==> config.mk <==
export PLATFORM = sky130hd
export DESIGN_NAME = fsm_lut_scheduler_flat
export DESIGN_NICKNAME = d
export VERILOG_FILES = /design/src/rtl/fsm_lut_pkg.sv /design/src/rtl/fsm_lut_scheduler_if.sv /design/src/rtl/fsm_lut_ram.sv /design/src/rtl/fsm_lut_scheduler.sv /design/src/flat_wrapper.sv
export SDC_FILE = /design/constraint.sdc
export NUM_CORES = 1
export LEC_CHECK = 0
export CAP_MARGIN = 20
export CORE_ASPECT_RATIO = 1.5
export CORE_MARGIN = 4
export CORE_UTILIZATION = 56
export DETAILED_ROUTE_END_ITERATION = 10
export GPL_ROUTABILITY_DRIVEN = 0
export PLACE_DENSITY = 0.82
export SYNTH_ARGS = -nofsm -noshare
export SYNTH_HDL_FRONTEND = slang
export SYNTH_HIERARCHICAL = 1
export SYNTH_SLANG_ARGS = --single-unit
==> constraint.sdc <==
create_clock -name clk -period 11.2 [get_ports clk]
set_clock_uncertainty 0.1 [all_clocks]
set_input_delay 2.8 -clock clk [delete_from_list [all_inputs] [get_ports clk]]
set_output_delay 2.8 -clock clk [all_outputs]
set_load 0.05 [all_outputs]
==> src/rtl/fsm_lut_pkg.sv <==
// Shared definitions for the LUT-scheduled FSM block.
// Provides the channel state encoding, table geometry, the power-up table
// contents and a lookup helper that returns the default entry for an index.
package fsm_lut_pkg;

    typedef enum logic [1:0] {
        S0 = 2'b00,
        S1 = 2'b01,
        S2 = 2'b10,
        S3 = 2'b11
    } state_t;

    localparam int unsigned LUT_AW    = 3;
    localparam int unsigned LUT_DW    = 3;
    localparam int unsigned LUT_DEPTH = 8;

    localparam int DEF_N_CH = 4;

    // Entry format: {next_state[1:0], z}; index format: {state[1:0], x}
    localparam logic [LUT_DW-1:0] DEF_LUT0 = 3'b000;
    localparam logic [LUT_DW-1:0] DEF_LUT1 = 3'b010;
    localparam logic [LUT_DW-1:0] DEF_LUT2 = 3'b100;
    localparam logic [LUT_DW-1:0] DEF_LUT3 = 3'b010;
    localparam logic [LUT_DW-1:0] DEF_LUT4 = 3'b110;
    localparam logic [LUT_DW-1:0] DEF_LUT5 = 3'b010;
    localparam logic [LUT_DW-1:0] DEF_LUT6 = 3'b001;
    localparam logic [LUT_DW-1:0] DEF_LUT7 = 3'b010;

    function automatic logic [LUT_DW-1:0] def_lut(input logic [LUT_AW-1:0] idx);
        logic [LUT_DW-1:0] val;
        case (idx)
            3'd0:    val = DEF_LUT0;
            3'd1:    val = DEF_LUT1;
            3'd2:    val = DEF_LUT2;
            3'd3:    val = DEF_LUT3;
            3'd4:    val = DEF_LUT4;
            3'd5:    val = DEF_LUT5;
            3'd6:    val = DEF_LUT6;
            default: val = DEF_LUT7;
        endcase
        return val;
    endfunction

endpackage

==> src/rtl/fsm_lut_scheduler_if.sv <==
// Channel handshake bundle for fsm_lut_scheduler.
//   in_valid : per-channel request, channel i presents x_in[i]
//   x_in     : per-channel FSM input bit
//   in_ready : one-hot or zero grant returned by the scheduler
// master = the channel side (requesters), slave = the scheduler.
interface fsm_lut_scheduler_if
    import fsm_lut_pkg::*;
#(
    parameter int N_CH = DEF_N_CH
);
    logic [N_CH-1:0] in_valid;
    logic [N_CH-1:0] x_in;
    logic [N_CH-1:0] in_ready;

    modport master (
        output in_valid,
        output x_in,
        input  in_ready
    );

    modport slave (
        input  in_valid,
        input  x_in,
        output in_ready
    );
endinterface

==> src/rtl/fsm_lut_ram.sv <==
// 8x3 register file holding the shared next-state/output table.
//   clk, reset : rising-edge clock, synchronous active-high reset (loads defaults)
//   we         : write strobe
//   waddr/wdata: write index and entry
//   raddr      : combinational read index
//   rdata      : combinational read data
module fsm_lut_ram
    import fsm_lut_pkg::*;
(
    input  logic              clk,
    input  logic              reset,
    input  logic              we,
    input  logic [LUT_AW-1:0] waddr,
    input  logic [LUT_DW-1:0] wdata,
    input  logic [LUT_AW-1:0] raddr,
    output logic [LUT_DW-1:0] rdata
);

    logic [LUT_DW-1:0] mem [LUT_DEPTH];

    always_ff @(posedge clk) begin
        if (reset) begin
            for (int unsigned i = 0; i < LUT_DEPTH; i++) begin
                mem[i] <= def_lut(LUT_AW'(i));
            end
        end else if (we) begin
            mem[waddr] <= wdata;
        end
    end

    assign rdata = mem[raddr];

endmodule

==> src/rtl/fsm_lut_scheduler.sv <==
// Time-multiplexes one shared 8x3 next-state/output table among N_CH
// independent 2-bit Mealy FSM channels with round-robin arbitration.
//   clk, reset : rising-edge clock, synchronous active-high reset
//   ch_if      : channel handshake (in_valid, x_in in; in_ready out)
//   ch_clr     : per-channel soft clear of state and z_out
//   cfg_we/cfg_addr/cfg_data : table rewrite port, blocks lookups that cycle
//   z_out      : registered Mealy output per channel
//   z_valid    : one-cycle pulse marking the channel whose z_out updated
//   state_out  : current state per channel, channel i at [2i+1:2i]
module fsm_lut_scheduler
    import fsm_lut_pkg::*;
#(
    parameter int N_CH  = DEF_N_CH,
    parameter int PTR_W = 2
)(
    input  logic                clk,
    input  logic                reset,
    fsm_lut_scheduler_if.slave  ch_if,
    input  logic [N_CH-1:0]     ch_clr,
    input  logic                cfg_we,
    input  logic [LUT_AW-1:0]   cfg_addr,
    input  logic [LUT_DW-1:0]   cfg_data,
    output logic [N_CH-1:0]     z_out,
    output logic [N_CH-1:0]     z_valid,
    output logic [2*N_CH-1:0]   state_out
);

    state_t             st [N_CH];
    logic [PTR_W-1:0]   ptr;
    logic [PTR_W-1:0]   ptr_nxt;
    logic [PTR_W-1:0]   grant_idx;
    logic [PTR_W-1:0]   cand;
    logic               grant_vld;
    logic [N_CH-1:0]    eligible;
    logic [LUT_AW-1:0]  lut_addr;
    logic [LUT_DW-1:0]  lut_rd;

    // A channel being cleared is never granted, so the clear always wins
    assign eligible = ch_if.in_valid & ~ch_clr;

    // Round-robin scan upward from ptr; the first eligible channel wins
    always_comb begin
        grant_vld      = 1'b0;
        grant_idx      = '0;
        cand           = '0;
        ch_if.in_ready = '0;
        if (!reset && !cfg_we) begin
            for (int unsigned k = 0; k < N_CH; k++) begin
                cand = PTR_W'((32'(ptr) + k) % 32'(N_CH));
                if (!grant_vld && eligible[cand]) begin
                    grant_vld = 1'b1;
                    grant_idx = cand;
                end
            end
        end
        ch_if.in_ready[grant_idx] = grant_vld;
    end

    assign ptr_nxt  = (grant_idx == PTR_W'(N_CH - 1)) ? '0 : grant_idx + PTR_W'(1);
    assign lut_addr = {st[grant_idx], ch_if.x_in[grant_idx]};

    fsm_lut_ram u_ram (
        .clk   (clk),
        .reset (reset),
        .we    (cfg_we),
        .waddr (cfg_addr),
        .wdata (cfg_data),
        .raddr (lut_addr),
        .rdata (lut_rd)
    );

    always_ff @(posedge clk) begin
        if (reset) begin
            ptr     <= '0;
            z_out   <= '0;
            z_valid <= '0;
            for (int unsigned i = 0; i < N_CH; i++) begin
                st[i] <= S0;
            end
        end else begin
            z_valid <= '0;
            for (int unsigned i = 0; i < N_CH; i++) begin
                if (ch_clr[i]) begin
                    st[i]    <= S0;
                    z_out[i] <= 1'b0;
                end
            end
            if (grant_vld) begin
                st[grant_idx]      <= state_t'(lut_rd[2:1]);
                z_out[grant_idx]   <= lut_rd[0];
                z_valid[grant_idx] <= 1'b1;
                ptr                <= ptr_nxt;
            end
        end
    end

    always_comb begin
        state_out = '0;
        for (int unsigned i = 0; i < N_CH; i++) begin
            state_out[2*i +: 2] = st[i];
        end
    end

endmodule

==> src/flat_wrapper.sv <==
// flat-port wrapper written by rule: the top's interface ports become plain ports
module fsm_lut_scheduler_flat import fsm_lut_pkg::*;
#(
    parameter int N_CH  = DEF_N_CH,
    parameter int PTR_W = 2
)
  (clk, reset, ch_clr, cfg_we, cfg_addr, cfg_data, z_out, z_valid, state_out, ch_if_in_valid, ch_if_x_in, ch_if_in_ready);
  fsm_lut_scheduler_if #(.N_CH(N_CH)) ch_if_i ();
  input  logic clk;
  input  logic reset;
  input  logic [N_CH-1:0] ch_clr;
  input  logic cfg_we;
  input  logic [LUT_AW-1:0] cfg_addr;
  input  logic [LUT_DW-1:0] cfg_data;
  output logic [N_CH-1:0] z_out;
  output logic [N_CH-1:0] z_valid;
  output logic [2*N_CH-1:0] state_out;
  input wire logic [$bits(ch_if_i.in_valid)-1:0] ch_if_in_valid;
  input wire logic [$bits(ch_if_i.x_in)-1:0] ch_if_x_in;
  output wire logic [$bits(ch_if_i.in_ready)-1:0] ch_if_in_ready;
  assign ch_if_i.in_valid = ch_if_in_valid;
  assign ch_if_i.x_in = ch_if_x_in;
  assign ch_if_in_ready = ch_if_i.in_ready;
  fsm_lut_scheduler #(.N_CH(N_CH), .PTR_W(PTR_W)) u_core (.clk(clk), .reset(reset), .ch_if(ch_if_i), .ch_clr(ch_clr), .cfg_we(cfg_we), .cfg_addr(cfg_addr), .cfg_data(cfg_data), .z_out(z_out), .z_valid(z_valid), .state_out(state_out));
endmodule
==> results of run 1 <==
flip-flops by register name (all words and copies together) (netlist names):
| signal | cells |
|---|---|
| u_core/z_valid | 4 |
| u_core/u_ram/mem | 24 |
| u_core/ptr | 2 |
| u_core/z_out | 4 |
| u_core/st | 8 |
path summary, 6_finish.rpt:
kind                              endpoint                  startpoint  depth (start not counted)
max                      ch_if_in_ready[1]                       reset                          9
min             u_core/ptr[1]$_SDFFE_PP0N_  u_core/ptr[1]$_SDFFE_PP0N_                          2
max reg2reg  u_core/st[0][1]$_SDFFCE_PN0P_  u_core/ptr[0]$_SDFFE_PP0N_                          8
min reg2reg     u_core/ptr[1]$_SDFFE_PP0N_  u_core/ptr[1]$_SDFFE_PP0N_                          2
Yosys cell counts, types with 4 or more instances:
library cell,n,area (um^2)
nor3_1,10,50.1
a21oi_1,10,50.1
mux4_1,9,236
and3_1,8,50.1
nand2_1,7,26.3
ha_1,4,50.1
inv_1,7,26.3
or3b_2,4,35.0
dfxtp_1,10,200
nor3_2,6,60.1
and2_1,8,50.1
or3_1,12,75.1
edfxtp_1,32,961
o21bai_1,8,60.1
critical path, cell delays in order:
cell and delay (ps):
clkdlybuf4s50_1 730, or2_1 410, a41oi_1 180, buf_4 230, o211ai_1 100, a21oi_1 520
ha_1 300, and2_1 180, clkdlybuf4s50_1 810
report_power, final:
part           leakage, nW  internal, mW  switching (mW)
clock               0.0489        0.0509          0.0499
sequential           0.404         0.176         0.00371
combinational        0.509        0.0279          0.0364
total                0.962         0.255          0.0900
layer usage:
metal	track usage	vias up
met3	0.0437	18
met4	0.0927	0
met2	0.400	57
met5	0	-
met1	0.183	758
li1	-	753
metrics by stage:
stage | utilization | instances | hold WS, ps | worst slack, ps | instance area, um^2
2_1_floorplan | - | 175 | 379 | 3610 | 2240
3_3_place_gp | 0.700 | 250 | 420 | 2120 | 2650
3_5_place_dp | 0.700 | 250 | 434 | 2020 | 2650
4_1_cts | 0.725 | 258 | 444 | 2000 | 2740
5_1_grt | 0.725 | 258 | 494 | 1780 | 2740
6_report | 0.725 | 258 | 445 | 2020 | 2740
logic make-up after synthesis:
group / Yosys count / synth area share
muxes: 12 / 0.120
and+or+nand+nor: 74 / 0.214
adders and majority gates: 4 / 0.0223
buffers and inverters: 16 / 0.0379
AOI/OAI and AO/OA: 27 / 0.0881
DFF: 42 / 0.517
layout make-up:
type / instances / area (um^2)
multi-input cells: 117 / 998
repair buffers: 41 / 408
clock inverters: 1 / 8.76
clock buffers: 7 / 86.3
fillers: 279 / 1040
well taps: 43 / 53.8
flip-flops and latches: 42 / 1160
inverters: 7 / 26.3
==> impl_metrics.tcl, run 1 <==
set metrics [dict create \
    syn_inst 175 \
    wl_met2_mm 2.89 \
    grt_max_degree 21 \
    synth.ff_latch_count 42 \
    clockBufferDepth 2 \
    die_h_um 85.5 \
    clock-sinks 42 \
    cp_max_fo 20 \
    pin_count 41 \
    timing.final.crit_share 0.819 \
    io_buffers 40 \
    n_antenna_cell 0 \
    wl_met1_mm 1.56 \
    setup_viol 0 \
    grt_pass1_vias 1617 \
    grt_pass1_wl_mm 7.62 \
    fin_nets 239 \
    relSlewSlack 0.572 \
    synth_area_um2 2240 \
    layout_commonest_cell "clkdlybuf4s50_1" \
    drive_gt1_frac 0.126 \
    cts-hold-fix-buffers 0 \
    status "complete, no violations" \
    clkSlewWorstSetupHoldPaths_ps 70 \
    ctsResizeCount 0 \
    fin_crit_ps 9180 \
    rrSetupSlack_ps 7350 \
    finalPower_uw 345 \
    num_vias 1586 \
    synthFlopType "edfxtp_1" \
    fmax_ghz 0.109 \
    cts_tree "built" \
    drc 0 \
    die_x_um 59.7 \
    critPathKind "input port to output port" \
    viasPerCell 6.15 \
    postCtsSetupBuffers 0 \
    tns_ps 0 \
    postRouteAntennaNets 0 \
    worst_pin_slew_ps 642 \
    antenna_found_initial 0 \
    rows 27 \
    start_util 0.593 \
    cts_buffers 5 \
    yosysUniqueCellTypes 39 \
    grt_overflow 0 \
    h-tree-depth 2 \
    dr.max_layer_used "met4" \
    p_leak_nw 0.962 \
    startpoint_type "input port" \
    drv_cap 0 \
    worstPathArrival_ps 6280 \
    wl_per_cell_um 18.9 \
    vdd_drop_max_mv 0.111 \
    routed-wl-met3_um 235 \
    cts_root_buf "clkbuf_8" \
    clock_latency_ps 290 \
    synth_fp_nets 200 \
    min_path_type "flop to flop" \
    coreArea_um2 3780 \
    yosysSeqAreaShare 0.517 \
    synth_edf_count 32 \
    post-dp-hpwl_mm 3.81 \
    yosysWarnings 6 \
    synthToLayoutAreaGrowth_pct 22.2 \
    rsz0062_at_grt "no" \
    syn_area_per_cell_um2 12.8 \
    crit_path_end_kind "output port" \
    drtIter0Drc 72 \
    first_pass_iters 4 \
    p_per_area_nw_per_um2 126 \
    slew_viol_final 0 \
    grt_use_total 0.203 \
    hold_viol 0 \
    final_cell_mix "clkdlybuf4s50_1 (40), edfxtp_1 (32), or3_1 (12)" \
    async_flop_share 0 \
    wl_mm 4.87 \
    die_area_um2 5110 \
    cp.required_ps 8300 \
]
Power figures use the tool's default switching activity.
==> run 2, diff against run 1 <==
Settings changed: CORE_UTILIZATION 56 to 47, PLACE_DENSITY 0.82 to 0.73.
Clock period 11.2 ns to 8.4 ns, I/O delays scaled along.
==> run 2 against run 1 <==
Effect of this change:
- clock-buffer cell count down 1
- register-to-register slack worse by 2700 ps
- non-clock buffer count up 2
- setup slack worse by 980 ps
- largest power group unchanged
==> impl_metrics.tcl, run 2 (same netlist as run 1, synthesis figures left out) <==
set metrics [dict create \
    rsz0062_at_grt "no" \
    min_path_type "flop to flop" \
    grt_use_total 0.176 \
    die_x_um 64.4 \
    grt_pass1_wl_mm 7.83 \
    die_area_um2 5970 \
    crit_buf_inv 2 \
    cp_max_fo 6 \
    start_util 0.490 \
    ff_latch_area_um2 1160 \
    worstSetupStartpoint "ch_clr[0]" \
    drc 0 \
    grt_pass1_vias 1580 \
    cts_tree "built" \
    grt_max_degree 21 \
    wl_per_cell_um 17.8 \
    synthToLayoutAreaGrowth_pct 23.1 \
    io_buffers 40 \
    rrSetupSlack_ps 4630 \
    wl_mm 4.98 \
    reg2reg_from "u_core/ptr[0]$_SDFFE_PP0N_" \
    pin_count 41 \
    crit_cells 8 \
    grt_overflow 0 \
    coreArea_um2 4580 \
    antenna_found_initial 0 \
    placed_area_um2 2680 \
    fillerInstances 398 \
    clkSlewWorstSetupHoldPaths_ps 70 \
    num_vias 1585 \
    fin_nets 241 \
    multi_input_comb_area_um2 998 \
    largestRegisters "u_core/u_ram/mem: 24 flops, u_core/st: 8 flops" \
    setup_viol 0 \
    n_antenna_cell 0 \
    vdd_drop_max_mv 0.113 \
    timing.final.crit_share 0.876 \
    path_cells "clkdlybuf4s50_1 -> or2b_2 -> nand4_1 -> o21ai_0 -> a2111oi_4 -> ha_1 -> and2_1 -> clkdlybuf4s50_1" \
    post-dp-hpwl_mm 3.90 \
    final_cell_area_um2 2760 \
    ctsResizeCount 0 \
    fin_crit_ps 7360 \
    slew_viol_final 0 \
    layout_commonest_cell "clkdlybuf4s50_1" \
    top_register "u_core/u_ram/mem" \
    status "complete, no violations" \
    crit_path_end_kind "output port" \
    clockBufferDepth 2 \
    final_cell_mix "clkdlybuf4s50_1 (38), edfxtp_1 (32), or3_1 (12)" \
    clock-sinks 42 \
    fmax_ghz 0.136 \
    critPathKind "input port to output port" \
    h-tree-depth 2 \
    startpoint_type "input port" \
    r2r_cells 8 \
    relSlewSlack 0.578 \
    setup_ws_ps 1040 \
    cp_slowest_cell "clkdlybuf4s50_1" \
    largest_reg_flops 24 \
    cp.required_ps 6200 \
    critPathMostFrequentCell "clkdlybuf4s50_1" \
    postRouteAntennaNets 0 \
    viasPerCell 5.66 \
    crit_end "ch_if_in_ready[2]" \
    place_ws_ps 1020 \
    crit_family "buffers and inverters" \
    die_h_um 92.6 \
    first_pass_iters 4 \
    drive_gt1_frac 0.139 \
    hold_viol 0 \
    worstPathArrival_ps 5160 \
    worst_pin_slew_ps 633 \
    drv_cap 0 \
    r2r_end "u_core/st[1][1]$_SDFFCE_PN0P_" \
    postCtsSetupBuffers 0 \
    drtIter0Drc 91 \
    clock_latency_ps 290 \
    p_per_area_nw_per_um2 163 \
    cts_root_buf "clkbuf_8" \
    cts_buffers 5 \
    cts-hold-fix-buffers 0 \
    slowest_delay_ps 820 \
    p_leak_nw 0.965 \
    rows 30 \
    tns_ps 0 \
]
## run 2: cell types whose count changed in the layout (fill, tap and decap cells not counted)
cell / change
buf_4: +4
clkbuf_8: -1
clkdlybuf4s50_1: -2
clkinvlp_4: +1
inv_6: -1
## run 2: how the worst min path moves through the flow
stage	from	to	slack, ps	cells past startpoint
2_1_floorplan	u_core/ptr[1]$_SDFFE_PP0N_	u_core/ptr[1]$_SDFFE_PP0N_	380	2
3_3_place_gp	u_core/ptr[1]$_SDFFE_PP0N_	u_core/ptr[1]$_SDFFE_PP0N_	410	2
3_5_place_dp	u_core/ptr[1]$_SDFFE_PP0N_	u_core/ptr[1]$_SDFFE_PP0N_	440	2
4_1_cts	u_core/ptr[1]$_SDFFE_PP0N_	u_core/ptr[1]$_SDFFE_PP0N_	450	2
5_1_grt	u_core/ptr[1]$_SDFFE_PP0N_	u_core/ptr[1]$_SDFFE_PP0N_	500	2
6_report	u_core/ptr[1]$_SDFFE_PP0N_	u_core/ptr[1]$_SDFFE_PP0N_	440	2
## run 2: cell type report
class	instances	area share
timing repair buffer	43	0.151
tap	64	0.0290
clock inverter	1	0.00272
inverter	7	0.00951
clock buffer	6	0.0263
sequential	42	0.420
multi-input combinational	117	0.361
## run 2: worst min-delay path, cell delays in order, from the launching register on
cell and delay [ps]:
dfxtp_1 360, nand2_1 70, o21ai_0 70
## run 2: power by group
| part | internal, mW | switching [mW] | total [mW] |
|---|---|---|---|
| Sequential | 0.235 | 0.00515 | 0.240 |
| Combinational | 0.0378 | 0.0489 | 0.0867 |
| Clock | 0.0570 | 0.0662 | 0.123 |
| Total | 0.329 | 0.120 | 0.450 |
## run 2: metal layers
| layer | vias up | global-route usage | part of all wire |
|---|---|---|---|
| met5 | - | 0 | 0 |
| met4 | 0 | 0.0653 | 0.020 |
| met3 | 10 | 0.0400 | 0.052 |
| met2 | 70 | 0.361 | 0.59 |
| met1 | 755 | 0.160 | 0.34 |
| li1 | 750 | - | - |
## run 2: per-stage QoR
| step | utilization | total power, mW | hold WS [ps] | std cells |
|---|---|---|---|---|
| 6_report | 0.604 | 0.450 | 444 | 280 |
| 5_1_grt | 0.604 | 0.470 | 503 | 280 |
| 3_5_place_dp | 0.586 | 0.331 | 437 | 273 |
| 4_1_cts | 0.604 | 0.454 | 445 | 280 |
| 3_3_place_gp | 0.586 | 0.328 | 411 | 273 |
| 2_1_floorplan | - | 0.301 | 379 | 175 |
